File: config.mk
export PLATFORM = sky130hd
export DESIGN_NAME = frame_update_sched_flat
export DESIGN_NICKNAME = d
export VERILOG_FILES = /design/src/rtl/frame_update_sched_if.sv /design/src/rtl/frame_update_sched.sv /design/src/flat_wrapper.sv
export SDC_FILE = /design/constraint.sdc
export NUM_CORES = 1
export LEC_CHECK = 0
export CAP_MARGIN = 0
export CORE_MARGIN = 8
export CORE_UTILIZATION = 50
export CTS_CLUSTER_DIAMETER = 30
export DETAILED_ROUTE_END_ITERATION = 12
export DONT_BUFFER_PORTS = 1
export GPL_ROUTABILITY_DRIVEN = 0
export HOLD_SLACK_MARGIN = 0.15
export SLEW_MARGIN = 20
export SYNTH_ARGS = -nofsm -noshare
export SYNTH_HDL_FRONTEND = slang
export SYNTH_SLANG_ARGS = --single-unit
export TNS_END_PERCENT = 50
File: constraint.sdc
create_clock -name i_Clk -period 2.61 [get_ports i_Clk]
set_input_delay 0.3915 -clock i_Clk [delete_from_list [all_inputs] [get_ports i_Clk]]
set_output_delay 0.3915 -clock i_Clk [all_outputs]
set_load 0.05 [all_outputs]
File: src/rtl/frame_update_sched_if.sv
// Handshake and count bundle between the sync-to-count stage, the vblank scheduler
// and the game-logic update clients.
interface frame_update_sched_if #(
   parameter int unsigned NUM_CLIENTS = 4
);
   logic [9:0]             i_Col_Count;
   logic [9:0]             i_Row_Count;
   logic                   i_Enable;
   logic [NUM_CLIENTS-1:0] i_Done;
   logic [NUM_CLIENTS-1:0] o_Req;
   logic                   o_Frame_Tick;
   logic                   o_Busy;
   logic [7:0]             o_Frame_Num;
   logic [NUM_CLIENTS-1:0] o_Timeout_Err;
   logic                   o_Overrun;

   modport master (
      input  i_Col_Count, i_Row_Count, i_Enable, i_Done,
      output o_Req, o_Frame_Tick, o_Busy, o_Frame_Num, o_Timeout_Err, o_Overrun
   );

   modport slave (
      output i_Col_Count, i_Row_Count, i_Enable, i_Done,
      input  o_Req, o_Frame_Tick, o_Busy, o_Frame_Num, o_Timeout_Err, o_Overrun
   );
endinterface

File: src/rtl/frame_update_sched.sv
// Vertical-blank scheduler: grants one update slot at a time to each client during
// vblank, with a per-grant timeout and an abort at the frame deadline.
module frame_update_sched #(
   parameter int unsigned ACTIVE_ROWS    = 480,
   parameter int unsigned TOTAL_COLS     = 800,
   parameter int unsigned TOTAL_ROWS     = 525,
   parameter int unsigned NUM_CLIENTS    = 4,
   parameter int unsigned TIMEOUT_CYCLES = 1024
) (
   input logic                  i_Clk,
   input logic                  i_Rst_L,
   frame_update_sched_if.master bus
);

   localparam int unsigned IdxW = $clog2(NUM_CLIENTS);
   localparam int unsigned CntW = $clog2(TIMEOUT_CYCLES);

   typedef enum logic [0:0] {StIdle, StGrant} state_e;

   state_e                 state_q, state_d;
   logic [IdxW-1:0]        idx_q, idx_d;
   logic [CntW-1:0]        cnt_q, cnt_d;
   logic                   tick_q, tick_d;
   logic [7:0]             frame_num_q, frame_num_d;
   logic [NUM_CLIENTS-1:0] terr_q, terr_d;
   logic                   overrun_q, overrun_d;

   logic trigger, deadline, done_cur, timed_out, last_client;

   assign trigger     = (bus.i_Row_Count == 10'(ACTIVE_ROWS)) && (bus.i_Col_Count == 10'd0);
   assign deadline    = (bus.i_Row_Count == 10'(TOTAL_ROWS - 1)) &&
                        (bus.i_Col_Count == 10'(TOTAL_COLS - 1));
   // Only the currently granted client's done bit is ever looked at.
   assign done_cur    = bus.i_Done[idx_q];
   assign timed_out   = (cnt_q == CntW'(TIMEOUT_CYCLES - 1));
   assign last_client = (idx_q == IdxW'(NUM_CLIENTS - 1));

   always_comb begin
      state_d     = state_q;
      idx_d       = idx_q;
      cnt_d       = cnt_q;
      tick_d      = 1'b0;
      frame_num_d = frame_num_q;
      terr_d      = terr_q;
      overrun_d   = overrun_q;
      unique case (state_q)
         StIdle: begin
            if (trigger && bus.i_Enable) begin
               state_d     = StGrant;
               idx_d       = '0;
               cnt_d       = '0;
               tick_d      = 1'b1;
               frame_num_d = frame_num_q + 8'd1;
            end
         end
         StGrant: begin
            if (deadline) begin
               state_d   = StIdle;
               idx_d     = '0;
               cnt_d     = '0;
               overrun_d = 1'b1;
            end else if (done_cur || timed_out) begin
               // A done on the final timeout cycle wins, so no error is flagged.
               if (!done_cur) begin
                  terr_d[idx_q] = 1'b1;
               end
               cnt_d = '0;
               if (last_client) begin
                  state_d = StIdle;
                  idx_d   = '0;
               end else begin
                  idx_d = idx_q + IdxW'(1);
               end
            end else begin
               cnt_d = cnt_q + CntW'(1);
            end
         end
         default: state_d = StIdle;
      endcase
   end

   always_ff @(posedge i_Clk or negedge i_Rst_L) begin
      if (!i_Rst_L) begin
         state_q     <= StIdle;
         idx_q       <= '0;
         cnt_q       <= '0;
         tick_q      <= 1'b0;
         frame_num_q <= '0;
         terr_q      <= '0;
         overrun_q   <= 1'b0;
      end else begin
         state_q     <= state_d;
         idx_q       <= idx_d;
         cnt_q       <= cnt_d;
         tick_q      <= tick_d;
         frame_num_q <= frame_num_d;
         terr_q      <= terr_d;
         overrun_q   <= overrun_d;
      end
   end

   // Request and busy decode from state so reset clears them without a clock.
   assign bus.o_Req         = (state_q == StGrant) ? (NUM_CLIENTS'(1) << idx_q) : '0;
   assign bus.o_Busy        = (state_q == StGrant);
   assign bus.o_Frame_Tick  = tick_q;
   assign bus.o_Frame_Num   = frame_num_q;
   assign bus.o_Timeout_Err = terr_q;
   assign bus.o_Overrun     = overrun_q;

endmodule

File: src/flat_wrapper.sv
// flat-port wrapper written by rule: the top's interface ports become plain ports
module frame_update_sched_flat 
#(
   parameter int unsigned ACTIVE_ROWS    = 480,
   parameter int unsigned TOTAL_COLS     = 800,
   parameter int unsigned TOTAL_ROWS     = 525,
   parameter int unsigned NUM_CLIENTS    = 4,
   parameter int unsigned TIMEOUT_CYCLES = 1024
)
  (i_Clk, i_Rst_L, bus_i_Col_Count, bus_i_Row_Count, bus_i_Enable, bus_i_Done, bus_o_Req, bus_o_Frame_Tick, bus_o_Busy, bus_o_Frame_Num, bus_o_Timeout_Err, bus_o_Overrun);
  frame_update_sched_if #(.NUM_CLIENTS(NUM_CLIENTS)) bus_i ();
  input logic i_Clk;
  input logic i_Rst_L;
  input wire logic [$bits(bus_i.i_Col_Count)-1:0] bus_i_Col_Count;
  input wire logic [$bits(bus_i.i_Row_Count)-1:0] bus_i_Row_Count;
  input wire logic [$bits(bus_i.i_Enable)-1:0] bus_i_Enable;
  input wire logic [$bits(bus_i.i_Done)-1:0] bus_i_Done;
  output wire logic [$bits(bus_i.o_Req)-1:0] bus_o_Req;
  output wire logic [$bits(bus_i.o_Frame_Tick)-1:0] bus_o_Frame_Tick;
  output wire logic [$bits(bus_i.o_Busy)-1:0] bus_o_Busy;
  output wire logic [$bits(bus_i.o_Frame_Num)-1:0] bus_o_Frame_Num;
  output wire logic [$bits(bus_i.o_Timeout_Err)-1:0] bus_o_Timeout_Err;
  output wire logic [$bits(bus_i.o_Overrun)-1:0] bus_o_Overrun;
  assign bus_i.i_Col_Count = bus_i_Col_Count;
  assign bus_i.i_Row_Count = bus_i_Row_Count;
  assign bus_i.i_Enable = bus_i_Enable;
  assign bus_i.i_Done = bus_i_Done;
  assign bus_o_Req = bus_i.o_Req;
  assign bus_o_Frame_Tick = bus_i.o_Frame_Tick;
  assign bus_o_Busy = bus_i.o_Busy;
  assign bus_o_Frame_Num = bus_i.o_Frame_Num;
  assign bus_o_Timeout_Err = bus_i.o_Timeout_Err;
  assign bus_o_Overrun = bus_i.o_Overrun;
  frame_update_sched #(.ACTIVE_ROWS(ACTIVE_ROWS), .TOTAL_COLS(TOTAL_COLS), .TOTAL_ROWS(TOTAL_ROWS), .NUM_CLIENTS(NUM_CLIENTS), .TIMEOUT_CYCLES(TIMEOUT_CYCLES)) u_core (.i_Clk(i_Clk), .i_Rst_L(i_Rst_L), .bus(bus_i));
endmodule
==> results.txt, run 1 <==
Global Route Usage Sum -> 14.0%
Post-synth EDFFs -> 0
Vias in the first global route -> 1160
Critical-path maximum fanout -> 9
Fin Clk Skew -> 0.00114 ns
Max clock buf depth -> 2
Initial antenna violation count -> 0
Initial Utilization -> 50.5%
Max-cap violation count -> 0
Crit path DAT -> 2.58 ns
Worst Setup SP -> u_core.idx_q[0]
Gr ovfl total -> 0
Syn Nets -> 176
# setup viols final -> 0
Final wirelength -> 3390 microns
Pwr dens -> 398 mW/mm^2
RSZ-0062 raised after global routing -> no
Mapped Avg Cell Area -> 10.4 sq um
Nature of the critical path startpoint -> flop
Nets -> 183
Remaining antenna violation count -> 0
# DRC -> 0
Most used DFF post-synth -> dfrtp_1
Finished Cell Area -> 0.00160 sq mm
Sequential area share after synthesis -> 45.3%
Seq cells post-synth -> 27
DIE AREA -> 0.00499 sq mm
# IOs -> 46
Drt pass-1 iters -> 4
Crit Path Category -> flop to flop
Part of the power in registers -> 66.7%
Headroom to the max-slew limit -> 57.7%
Syn Std Cell Area -> 0.00149 sq mm
Most frequent cells in the layout -> 27 x dfrtp_1, 12 x nand2_1, 8 x and2_1, 8 x nand3_1
Leak -> 0.744 nW
CTS tree -> built
P_sw -> 0.145 mW
Die Span Y -> 70.6 microns
Core ar. -> 0.00295 sq mm
Asr flop ratio synth -> 100%
Least-Margin Pin Slew -> 0.633 ns
Most common cell after layout, fill and taps aside -> dfrtp_1
Slew Viols, Final -> 0
Initial drt markers -> 52
Drt wl/cell -> 18.6 microns
Cts bufs inserted -> 3
Post-DP HPWL -> 2630 microns
Switching part of the total power -> 22.7%
Sum Neg Setup Slack -> 0 ns
Combinational share of power -> 4.6%
FF-to-FF path depth -> 5
Peak supply drop -> 0.233 mV
Via-per-instance ratio -> 6.15
Final worst-path cycle share -> 88.2%
Layout cells sized above 1 -> 10.1%
Antenna fix cells -> 0
Root buffer cell -> clkbuf_4
Worst-path clk slew -> 0.15 ns
First-pass GRT wire length -> 5720 microns
Synth unique cells -> 40
Largest net degree at the start of global routing -> 28
RR Endpoint -> u_core.idx_q[0]
Core Rows -> 20
DR vias -> 1119
Synth top area cells -> dfrtp_1 45%, ha_1 5.0%, xnor2_1 3.5%
Synth Instances -> 143
WHS -> 0.403 ns
Tmin final -> 2.30 ns
Die Width -> 70.6 microns
Clock network power share -> 28.7%
CTS Hold Bufs -> 2
R2R Setup Slk -> 0.31 ns
Post-Place Cell Area -> 0.00154 sq mm
H-tree depth -> 1
Ys Warns -> 0
RR Startpoint -> u_core.idx_q[0]
CP Capture Type -> flop
Area grow syn2layout -> 7.13%
Setup bufs post-CTS -> 0
Setup crit end -> u_core.idx_q[0]
Peak Freq -> 0.434 GHz
Status -> completed
Worst Path Required -> 2.88 ns
Int Power -> 0.491 mW
Port Buffer Count -> 0
CTS resizes -> 0
Non-filler cells in the finished layout -> 182
Final hold viol count -> 0
Worst hold path type -> input pin to flop
Placed cell count -> 176
Clock sinks -> 27
Area leader, netlist -> dfrtp_1
Yosys top cell area share -> 45.3%
Clock latency on the worst-skew pair -> 0.32 ns
-- flip-flops by register name, summed over array words and instances (netlist names) --
name                      flops
u_core.bus.o_Busy             1
u_core.bus.o_Overrun          1
u_core.bus.o_Timeout_Err      4
u_core.bus.o_Frame_Tick       1
u_core.bus.o_Frame_Num        8
u_core.idx_q                  2
u_core.cnt_q                 10
-- cell usage after synthesis (all sizes together), types with 2 or more instances --
master,count
dfrtp,27
nand2,12
and2,8
nand3,8
ha,6
nand4,6
nor2,6
nor3,6
xnor2,6
a21o,5
inv,5
a211o,4
a21oi,4
and3,4
nor4,4
o21ai,4
a22o,3
clkbuf,2
nor4bb,2
o211ai,2
or2,2
or3,2
-- worst min-delay path by stage --
stage | startpoint | to | cells after the start
6_report | bus_i_Enable | u_core.bus.o_Frame_Tick | 3
5_1_grt | bus_i_Enable | u_core.bus.o_Frame_Tick | 3
4_1_cts | bus_i_Enable | u_core.bus.o_Frame_Tick | 3
3_5_place_dp | i_Rst_L | u_core.bus.o_Busy | 0
3_3_place_gp | i_Rst_L | u_core.bus.o_Busy | 0
2_1_floorplan | i_Rst_L | u_core.bus.o_Busy | 0
-- critical path: stages, from the launching register on --
cell      delay [ns]
dfrtp_1         0.49
mux4_2          0.57
a41o_1          0.25
a211oi_2        0.56
or2_1           0.23
a22o_1          0.15
-- cells by family (layout without fill, tap and decap cells) --
logic type | after synthesis | after routing | share of synthesized area, %
adders and majority gates | 6 | 6 | 5.03
DFF | 27 | 27 | 45.3
AOI/OAI and AO/OA | 28 | 28 | 14.9
and+or+nand+nor | 65 | 65 | 26.0
muxes | 3 | 3 | 2.94
xor gates and xnor gates | 7 | 7 | 4.11
buffers and inverters | 7 | 13 | 1.76
-- stage by stage --
step	power, mW	worst slack (ns)	utilization, %
global route	0.663	0.224	54.1
floorplan	0.446	0.585	-
finish	0.636	0.308	54.1
global placement	0.447	0.471	52.2
detailed placement	0.449	0.380	52.2
CTS	0.647	0.342	54.1
-- routing by layer --
layer	wire length [microns]	vias up	global-route usage (%)
li1	-	546	-
met2	1600	29	22.9
met1	1480	542	16.8
met5	0	-	0
met4	15	0	4.16
met3	299	2	5.08
-- power by group through the flow --
stage,Combinational [mW],Clock [mW],Sequential [mW]
after CTS,0.0300,0.192,0.424
after global routing,0.0329,0.206,0.425
final,0.0290,0.182,0.424
after floorplan,0.0147,0,0.431
after global placement,0.0159,0,0.432
after detailed placement,0.0165,0,0.432
-- final cells by class --
type / count / area (sq um)
Fill cell: 271 / 1360
Multi-Input combinational cell: 109 / 790
Sequential cell: 27 / 676
Timing Repair Buffer: 4 / 45.0
Tap cell: 33 / 41.3
Clock buffer: 3 / 22.5
Inverter: 5 / 18.8
Clock inverter: 1 / 5.00
Note: power is estimated with default switching activity, not from simulation.
==> run 2, diff against run 1 <==
Settings changed: CAP_MARGIN 0 to 40, REMOVE_ABC_BUFFERS from default to 1.
==> run 2 against run 1 <==
  * Final cell count stayed put
  * Global-route usage is 0.98 points lower
  * Total power is 0.20% higher
  * Combinational power hardly changed
  * Flip-flop and latch count stayed put
  * Non-clock buffer count stayed put
  * Final area is 0.16% higher
  * Critical path depth stayed put
  * First-iteration DRC count is 23% higher
  * Core utilization is 0.085 points higher
  * Highest routed layer unchanged
  * Sequential share of layout area is 0.066 points lower
  * Sequential power hardly changed
==> results.txt, run 2 (same netlist as run 1, synthesis figures left out) <==
Vias in the first global route -> 1113 (-4.1%)
Final hold viol count -> 0 (unchanged)
Initial antenna violation count -> 0 (unchanged)
Worst hold start -> bus_i_Enable
Gr ovfl total -> 0 (unchanged)
Crit path DAT -> 2.52 ns (-0.06 ns)
Largest net degree at the start of global routing -> 28 (unchanged)
Pwr dens -> 398 mW/mm^2 (about the same)
Initial Utilization -> 50.5% (unchanged)
Worst hold path type -> input pin to flop
Top reg by flops -> u_core.cnt_q
Core Rows -> 20 (unchanged)
Area grow syn2layout -> 7.30%
Post-DP HPWL -> 2520 microns (-4.1%)
Antenna fix cells -> 0 (unchanged)
H-tree depth -> 1 (unchanged)
Post-route core utilization -> 54.2% (+0.085 points)
Nature of the critical path startpoint -> flop
Worst Path Required -> 2.89 ns (about the same)
Final worst-path cycle share -> 85.9% (-2.3 points)
Crit Path Category -> flop to flop
# IOs -> 46 (unchanged)
Remaining antenna violation count -> 0 (unchanged)
Fin Clk Skew -> 0.00578 ns (+0.00464 ns)
CP Cell Sequence -> mux4_2, a41o_1, a211oi_2, or2_1, a22o_1
Least-Margin Pin Slew -> 0.609 ns (-0.0239 ns)
CTS resizes -> 0 (unchanged)
Clock sinks -> 27 (unchanged)
Max incr delay on CP -> 0.57 ns (about the same)
Global Route Usage Sum -> 13.0% (-0.98 points)
Multi-input gate area -> 790 sq um (unchanged)
Final wirelength -> 3200 microns (-5.8%)
Status -> completed
Worst slack at placement -> 0.396 ns (+0.0164 ns)
DIE AREA -> 0.00499 sq mm (unchanged)
Most frequent cells in the layout -> 27 x dfrtp_1, 12 x nand2_1, 8 x and2_1, 8 x nand3_1
Root buffer cell -> clkbuf_4
Most common cell after layout, fill and taps aside -> dfrtp_1
Max reg flops -> 10 (unchanged)
Headroom to the max-slew limit -> 59.3% (+1.6 points)
Max-cap violation count -> 0 (unchanged)
Critical-path maximum fanout -> 9 (unchanged)
Post-route setup slack -> 0.367 ns (+0.0597 ns)
Layout cells sized above 1 -> 10.1% (unchanged)
FILL cells -> 286 (+5.5%)
Initial drt markers -> 64 (+23%)
RR Startpoint -> u_core.idx_q[0]
Sum Neg Setup Slack -> 0 ns (unchanged)
CP Capture Type -> flop
Cell family with most CP delay -> compound AO/OA/AOI/OAI gates
Max clock buf depth -> 2 (unchanged)
CP max stage cell -> mux4_2
Worst-path clk slew -> 0.15 ns (about the same)
DR vias -> 1128 (+0.80%)
Worst Setup SP -> u_core.idx_q[0]
Core ar. -> 0.00295 sq mm (unchanged)
CTS tree -> built
Die Span Y -> 70.6 microns (unchanged)
Port Buffer Count -> 0 (unchanged)
# setup viols final -> 0 (unchanged)
Slew Viols, Final -> 0 (unchanged)
Tmin final -> 2.24 ns (-0.0597 ns)
RSZ-0062 raised after global routing -> no
Drt pass-1 iters -> 4 (unchanged)
Cts bufs inserted -> 3 (unchanged)
Leak -> 0.740 nW (-0.51%)
Clock latency on the worst-skew pair -> 0.32 ns (about the same)
Die Width -> 70.6 microns (unchanged)
Peak supply drop -> 0.249 mV (+6.8%)
Via-per-instance ratio -> 6.20 (+0.80%)
# DRC -> 0 (unchanged)
First-pass GRT wire length -> 5460 microns (-4.6%)
Register area -> 676 sq um (unchanged)
Drt wl/cell -> 17.6 microns (-5.8%)
Peak Freq -> 0.446 GHz (+2.7%)
Nets -> 183 (unchanged)
CP bufs+invs -> 0 (unchanged)
==> run 2: cell types whose count changed in the layout (fill, tap and decap cells not counted), sizes merged <==
cell,previous run,this run
clkinv,1,0
clkinvlp,0,1
==> run 2: tightest hold or removal path, stage by stage <==
cell	delay, ns
nand3_1	0.08
nor3_2	0.05
buf_4	0.17
==> run 2: per-stage QoR <==
step | cells | hold WS (ns) | total power [mW] | area, sq um
after CTS | 182 | 0.386 | 0.651 | 1600
after global routing | 182 | 0.425 | 0.664 | 1600
after detailed placement | 176 | 0.0970 | 0.448 | 1540
after global placement | 176 | 0.0969 | 0.447 | 1540
after floorplan | 141 | 0.0959 | 0.446 | 1480
final | 182 | 0.405 | 0.637 | 1600
==> run 2: final cells by class <==
type | instances | share of cell area (%)
Timing Repair Buffer | 4 | 2.81
Multi-Input combinational cell | 109 | 49.3
Clock inverter | 1 | 0.469
Inverter | 5 | 1.17
Sequential cell | 27 | 42.2
Tap cell | 33 | 2.58
Clock buffer | 3 | 1.41
==> run 2: layer usage <==
metal / vias up / GRT usage, % / wire (microns)
li1: 537 / - / -
met1: 556 / 16.1 / 1380
met2: 31 / 20.7 / 1490
met3: 4 / 5.37 / 310
met4: 0 / 2.77 / 19
met5: - / 0 / 0
==> run 2: worst paths after layout <==
check | to | slack [ns] | depth (start not counted)
setup / recovery | u_core.idx_q[0] | 0.37 | 5
hold / removal | u_core.bus.o_Frame_Tick | 0.40 | 3
setup reg to reg | u_core.idx_q[0] | 0.37 | 5
hold reg to reg | u_core.cnt_q[3] | 0.56 | 1
max in group asynchronous | u_core.bus.o_Frame_Tick | 1.98 | 2
min in group asynchronous | u_core.cnt_q[5] | 0.47 | 2
==> run 2: timing repair <==
action,4_1_cts,5_1_grt
hold endpoints to repair,27,0
setup endpoints to repair,0,0
setup buffers,0,0
hold buffers,2,0
==> run 2: report_power, final <==
part	leakage [nW]	internal, mW	switching, mW
clock network	0.0139	0.0586	0.126
logic	0.359	0.0129	0.0158
registers	0.368	0.421	0.00311
